<file path="src/rtl/serial_add_pkg.sv">
// Shared definitions for the bit-serial adder: state encoding and count sizing.
package serial_add_pkg;

  localparam logic [1:0] ST_IDLE = 2'd0;
  localparam logic [1:0] ST_RUN  = 2'd1;
  localparam logic [1:0] ST_DONE = 2'd2;

  typedef enum logic [1:0] {
    S_IDLE = ST_IDLE,
    S_RUN  = ST_RUN,
    S_DONE = ST_DONE
  } state_t;

  function automatic int clog2(input int value);
    int result;
    result = 0;
    for (int i = 0; i < 31; i++) begin
      if ((32'sd1 << i) < value) begin
        result = i + 1;
      end
    end
    return result;
  endfunction

endpackage

</file>
<file path="src/rtl/bit_full_adder.sv">
// Single 1-bit full-adder cell shared across all bit positions of the serial add.
module bit_full_adder (
  input  logic a,
  input  logic b,
  input  logic cin,
  output logic s1,
  output logic s0
);

  assign s0 = a ^ b ^ cin;
  assign s1 = (a & b) | (a & cin) | (b & cin);

endmodule

</file>
<file path="src/rtl/serial_add_ctrl.sv">
// Bit-serial adder controller: one full-adder cell, LSB first, WIDTH cycles per add.
// Optional subtract mode is enabled with the SERIAL_ADD_SUB_EN macro.
module serial_add_ctrl
  import serial_add_pkg::*;
#(
  parameter int WIDTH = 4
) (
  input  logic             clk,
  input  logic             rst_n,
  input  logic             start,
  input  logic [WIDTH-1:0] a,
  input  logic [WIDTH-1:0] b,
`ifdef SERIAL_ADD_SUB_EN
  input  logic             sub,
`endif
  output logic             ready,
  output logic             busy,
  output logic             done,
  output logic [WIDTH:0]   sum
);

  localparam int CNT_W = (clog2(WIDTH) < 1) ? 1 : clog2(WIDTH);
  localparam logic [CNT_W-1:0] LAST_CNT = CNT_W'(WIDTH - 1);

  state_t             state_r;
  state_t             state_nxt;
  logic [WIDTH-1:0]   a_sh_r;
  logic [WIDTH-1:0]   b_sh_r;
  logic [WIDTH-2:0]   res_r;
  logic [WIDTH-1:0]   res_nxt;
  logic [CNT_W-1:0]   count_r;
  logic               carry_r;
  logic               load_s;
  logic               last_s;
  logic               cin_s;
  logic [WIDTH-1:0]   b_load_s;
  logic               s1_s;
  logic               s0_s;

`ifdef SERIAL_ADD_SUB_EN
  assign cin_s = sub;
`else
  assign cin_s = 1'b0;
`endif

  // Subtraction is a + ~b + 1, so the inversion is folded in at load time.
  assign b_load_s = b ^ {WIDTH{cin_s}};
  assign res_nxt  = {s0_s, res_r};

  bit_full_adder u_cell (
    .a   (a_sh_r[0]),
    .b   (b_sh_r[0]),
    .cin (carry_r),
    .s1  (s1_s),
    .s0  (s0_s)
  );

  // Next-state decode and load/finish strobes.
  always_comb begin
    state_nxt = state_r;
    load_s    = 1'b0;
    last_s    = 1'b0;
    case (state_r)
      S_IDLE: begin
        if (start) begin
          load_s    = 1'b1;
          state_nxt = S_RUN;
        end else begin
          state_nxt = S_IDLE;
        end
      end
      S_RUN: begin
        if (count_r == LAST_CNT) begin
          last_s    = 1'b1;
          state_nxt = S_DONE;
        end else begin
          state_nxt = S_RUN;
        end
      end
      S_DONE: begin
        if (start) begin
          load_s    = 1'b1;
          state_nxt = S_RUN;
        end else begin
          state_nxt = S_IDLE;
        end
      end
      default: begin
        state_nxt = S_IDLE;
      end
    endcase
  end

  // State, datapath shift registers and registered status outputs.
  always_ff @(posedge clk) begin
    if (!rst_n) begin
      state_r <= S_IDLE;
      a_sh_r  <= {WIDTH{1'b0}};
      b_sh_r  <= {WIDTH{1'b0}};
      res_r   <= {(WIDTH-1){1'b0}};
      count_r <= {CNT_W{1'b0}};
      carry_r <= 1'b0;
      ready   <= 1'b1;
      busy    <= 1'b0;
      done    <= 1'b0;
      sum     <= {(WIDTH+1){1'b0}};
    end else begin
      state_r <= state_nxt;
      ready   <= (state_nxt == S_IDLE) || (state_nxt == S_DONE);
      busy    <= (state_nxt == S_RUN);
      done    <= (state_nxt == S_DONE);
      if (load_s) begin
        a_sh_r  <= a;
        b_sh_r  <= b_load_s;
        res_r   <= {(WIDTH-1){1'b0}};
        count_r <= {CNT_W{1'b0}};
        carry_r <= cin_s;
      end else if (state_r == S_RUN) begin
        a_sh_r  <= a_sh_r >> 1;
        b_sh_r  <= b_sh_r >> 1;
        res_r   <= res_nxt[WIDTH-1:1];
        carry_r <= s1_s;
        // Hold at the last index so the counter never wraps.
        count_r <= last_s ? count_r : count_r + CNT_W'(1);
      end
      if (last_s) begin
        sum <= {s1_s, res_nxt};
      end
    end
  end

endmodule
</file>
<file path="config.mk">
export PLATFORM = sky130hd
export DESIGN_NAME = serial_add_ctrl
export DESIGN_NICKNAME = d
export VERILOG_FILES = /design/src/rtl/serial_add_pkg.sv /design/src/rtl/bit_full_adder.sv /design/src/rtl/serial_add_ctrl.sv
export SDC_FILE = /design/constraint.sdc
export NUM_CORES = 1
export LEC_CHECK = 0
export CAP_MARGIN = 20
export CORE_UTILIZATION = 40
export DETAILED_ROUTE_END_ITERATION = 8
export PLACE_DENSITY = 0.67
export SKIP_LAST_GASP = 1
export SYNTH_ARGS = -nofsm -noshare
export SYNTH_HDL_FRONTEND = slang
export SYNTH_SLANG_ARGS = --single-unit
</file>
<file path="constraint.sdc">
create_clock -name clk -period 1.5 [get_ports clk]
set_input_delay 0.3 -clock clk [delete_from_list [all_inputs] [get_ports clk]]
set_output_delay 0.3 -clock clk [all_outputs]
set_load 0.02 [all_outputs]
</file>
# After elaboration in Yosys (flattened, before gate mapping)
# Cells that the tools add are included.
totals:
  word_cells: 43
  register_bits: 24
  in_bits: 11
  output_inout_bits: 8
classes:
  reduce_logical: 7
  bitwise_logic: 9
  muxes: 11
  n_eq_ne: 5
  n_addsub: 1
ops:
  columns: ["op", "n"]
  rows:
  - ["2-to-1 mux 4 bit", 4]
  - ["== test 2 bit, second input constant", 3]
  - ["2-to-1 mux 1 bit", 5]
  - ["== test 2 x 1 -> 1 bit, second input constant", 2]
  - ["logical NOT 2 bit", 2]
  - ["one-hot mux 2 bit (2 select lines)", 1]
  - ["OR reduction 2 bit", 2]
  - ["bitwise AND 1 bit", 3]
  - ["adder 2 x 1 -> 2 bit, second input constant", 1]
  - ["2-to-1 mux 2 bit", 1]
  - ["inverter 1 bit", 2]
  - ["bitwise OR 1 bit", 2]
  - ["AND reduction 2 bit", 1]
  - ["nonzero test 2 bit", 1]
  - ["XOR 1 bit", 2]
  - ["logical OR 1 bit", 1]

# Depth between registers and ports, before layout
depth:
  depth_word: 5
  ltp_mapped: 5

# Modules after synthesis
# Synthesis repeated with hierarchy kept, for this count alone.
hier_totals:
  cells_unflattened: 106
  hier_area_um2: 929.6
modules_own_cells:
  columns: ["mod", "seq_area_each_um2", "n_inst", "area_per_inst_um2", "cells_each"]
  rows:
  - ["serial_add_ctrl", 480.5, 1, 909.6, 105]
  - ["bit_full_adder", 0.0, 1, 20.0, 1]

# Worst setup path before layout
# No wires, ideal clock.
synth_path:
  path_kind: "reg-to-reg"
  start: "register count_r[0]"
  end: "register count_r[0]"
  path_slack_ns: 0.320
  required_time_ns: 1.381
  path_stages_with_launch: 6
  t_arrival_ns: 1.062
  path_buffers: 1
  setup_ns: 0.119
  path_cell_list: "dfxtp_1 > ha_1 > buf_2 > nor3b_2 > xnor2_1 > nor2_1"
synth_via:
  elab_chain_len: 5
  word_cells_on_any_way: 6
  classes_between: "add/sub: 1; eq/ne: 1; mux: 2; bitwise: 1; reduce/logical: 1"
synth_rtl:
  columns: ["item", "line", "text"]
  rows:
  - ["start: declaration", "serial_add_ctrl.sv:31", "logic [CNT_W-1:0] count_r;"]
  - ["start signal: assignment", "serial_add_ctrl.sv:101", "count_r <= {CNT_W{1'b0}};"]
  - ["start signal: assignment", "serial_add_ctrl.sv:116", "count_r <= {CNT_W{1'b0}};"]
  - ["start signal: assignment", "serial_add_ctrl.sv:124", "count_r <= last_s ? count_r : count_r + CNT_W'(1);"]
  - ["== test 2 bit", "serial_add_ctrl.sv:73", "if (count_r == LAST_CNT) begin"]
  - ["2-to-1 mux 1 bit", "serial_add_ctrl.sv:73", null]
  - ["2-to-1 mux 1 bit", "serial_add_ctrl.sv:63", "case (state_r)"]
  - ["inverter 1 bit (no line)", null, null]
  - ["AND reduction 2 bit (no line)", null, null]
# Parallel ways exist; a longest one is shown, timed or not.
# A chain may end at the register's enable or synchronous reset.

# Final worst setup path
layout_path:
  start: "register count_r[0]"
  end: "register sum[1]"
layout_via:
  elab_chain_len: 3
layout_rtl:
  columns: ["item", "line", "text"]
  rows:
  - ["== test 2 bit", "serial_add_ctrl.sv:73", null]
  - ["2-to-1 mux 1 bit", "serial_add_ctrl.sv:73", null]
  - ["2-to-1 mux 1 bit", "serial_add_ctrl.sv:63", null]
  - ["end signal: assignment", "serial_add_ctrl.sv:106", "sum <= {(WIDTH+1){1'b0}};"]
  - ["end signal: assignment", "serial_add_ctrl.sv:127", "sum <= {s1_s, res_nxt};"]
  - ["end: declaration", "serial_add_ctrl.sv:19", "output logic [WIDTH:0] sum"]
# Every way passes these cells.

==> results.toml <==
[final_layout]
nNetsFinal = 135
final_cell_mix = "nand2_1 (24), dfxtp_1 (24), clkdlybuf4s50_1 (10), dlygate4sd2_1 (8)"
fin_util_pct = 51.8
fillers = 228
diodes = 0
drive_above_1_share_pct = 6.61
area_growth_pct = 23.1

[floorplan]
die_w_um = 50.2
rows = 17
die_area_um2 = 2520
io_pins = 19
core_area_um2 = 2210
die_height_um = 50.2
initial_core_util_pct = 42.1

[clock_tree]
clock-sinks = 24
cts_hold_buf = 0
cts_buffers = 3
clkTransAtPathRegs_ns = 0.13
cts_tree = "done"
clockBufferDepth = 2
insertion_delay_ns = 0.30
clock-root-buffer = "clkbuf_4"
ctsHtreeMaxLevel = 1

[logic_synthesis]
synth_ff_type = "dfxtp_1"
ys_warn_count = 0
ys_ff_latch = 24
synthCells = 103
syn_area_um2 = 931
syn_area_per_cell_um2 = 9.04
synth-async-reset-ratio_pct = 0
synth_cell_types = 26
ys_seq_area_share_pct = 51.6
synth_top_cells_by_area = "dfxtp_1 (52%), nand2_1 (9.7%), a21boi_0 (4.0%)"
synth_top_area_share_pct = 51.6
synth_top_area_cell = "dfxtp_1"
synth-edff-count = 0
syn-num-nets = 116

[grt]
grt_pass1_vias = 677
grt.total_usage_pct = 15.0
grt_pass1_wl_um = 2900
antenna_found_initial = 0
grt_max_degree = 14
grt_overflow_total = 0

[detailed_routing]
drt_iter0_drc = 6
ant_nets = 0
wirelength_um = 1640
post_drt_wl_per_cell_um = 11.0
drc = 0
via_per_inst = 5.03
num_vias = 750
firstDrtPassIters = 3

[power]
leakage_nw = 0.461
p_per_area_nw_per_um2 = 1000
totalPowerFinal_mw = 1.15
irDropWorstVdd_v = 0.000439

[setup_path]
worst_path_largest_cell_delay_ns = 0.38
endpoint_kind = "flip-flop"
cp_top_family = "flip-flops"
cpMaxStageDelayCell = "dfxtp_1"
worstSetupPathType = "flip-flop to flip-flop"
crit_buf_inv = 0
crit_chain = "ha_1, nand3b_1, nand2_1, a21boi_0"
crit_path_max_fanout = 10
critPathLaunchType = "flip-flop"
cp.required_ns = 1.70
worstPathArrival_ns = 1.50
reg2reg_from = "count_r[0]"
worstSetupStartpoint = "count_r[0]"

[sta]
setup_viol = 0
max_freq_mhz = 772
fin_crit_ns = 1.29
relSlewSlack_pct = 71.0
grt_setup_unrepaired = "false"
tightest_slew_ns = 0.436
drv_slew = 0
tns_ns = 0
period_share_pct = 86.3
hold_viol_final = 0
clock_skew_ns = 0.00335

[placed_design]
dp_hpwl_um = 1220
portBuffers = 18
gp_congestion = 0.730

[worst_hold_path]
hold_class = "flip-flop to flip-flop"
hp-start = "a_sh_r[3]"

[flow_run]
drv_cap = 0

[outcome]
status = "finished, final reports clean"
final timing paths:
kind | endpoint | cells past startpoint | slack [ns]
max reg2reg | sum[1] | 4 | 0.21
min reg2reg | a_sh_r[3] | 2 | 0.46
max | sum[1] | 4 | 0.21
min | a_sh_r[3] | 2 | 0.46
cell families (layout without fill, tap and decap cells):
logic type / Yosys count / in the layout / share of synthesized area (%)
AO/OA/AOI/OAI: 24 / 24 / 16.4
flip-flops: 24 / 24 / 51.6
adder cells (fa/ha/maj): 2 / 2 / 3.49
buffers and inverters: 8 / 26 / 5.24
AND/OR/NAND/NOR: 44 / 44 / 22.3
XOR/XNOR: 1 / 1 / 0.941
final cells by class:
| class | instances | area (um2) | share of cell area, % |
|---|---|---|---|
| Sequential cell | 24 | 480 | 41.9 |
| Multi-Input combinational cell | 71 | 402 | 35.0 |
| Inverter | 2 | 7.51 | 0.655 |
| Timing Repair Buffer | 20 | 185 | 16.2 |
| Clock buffer | 4 | 36.3 | 3.17 |
| Tap cell | 28 | 35.0 | 3.06 |
Yosys cell counts, drive strengths merged, types with 2 or more instances:
| cell type | count |
|---|---|
| dfxtp | 24 |
| o21ai | 4 |
| nor2 | 3 |
| a31oi | 2 |
| nand2 | 24 |
| nand2b | 2 |
| a22oi | 2 |
| a21oi | 7 |
| and3 | 2 |
| o221ai | 2 |
| a21boi | 7 |
| nor3 | 2 |
| inv | 2 |
| buf | 5 |
| nand3 | 7 |
report_power, final:
group          switching (mW)  internal, mW
Sequential             0.0161         0.665
Clock                   0.183         0.148
Combinational          0.0704        0.0642
Total                   0.270         0.877
tightest hold or removal path, cell delays in order, from the launching register on:
cell and delay [ns]:
dfxtp_1 0.33, nand2_1 0.05, a21oi_1 0.05
per-stage QoR:
step	setup WS [ns]	hold WS (ns)	area [um2]	instances
final	0.205	0.465	1150	149
after global routing	0.0373	0.491	1150	149
after CTS	0.183	0.468	1150	149
after detailed placement	0.0234	0.450	1120	145
after floorplan	0.320	0.432	931	103
after global placement	0.0461	0.448	1120	145
metal layers:
metal / global-route usage [%] / vias to the layer above / wire length [um]
met2: 25.1 / 14 / 765
met1: 19.1 / 344 / 814
met4: 4.29 / 0 / 10
met5: 0 / - / 0
li1: - / 390 / -
met3: 3.64 / 2 / 54
repair_timing:
item                       4_1_cts  5_1_grt
resized for setup                8        0
setup buffers                    0        0
setup endpoints to repair        8        0
flip-flops by register name (all words and copies together), names as in the netlist, 2 cells and up:
| register | count |
|---|---|
| a_sh_r | 4 |
| b_sh_r | 4 |
| count_r | 2 |
| res_r | 3 |
| state_r | 2 |
| sum | 5 |
Power figures use the tool's default switching activity.
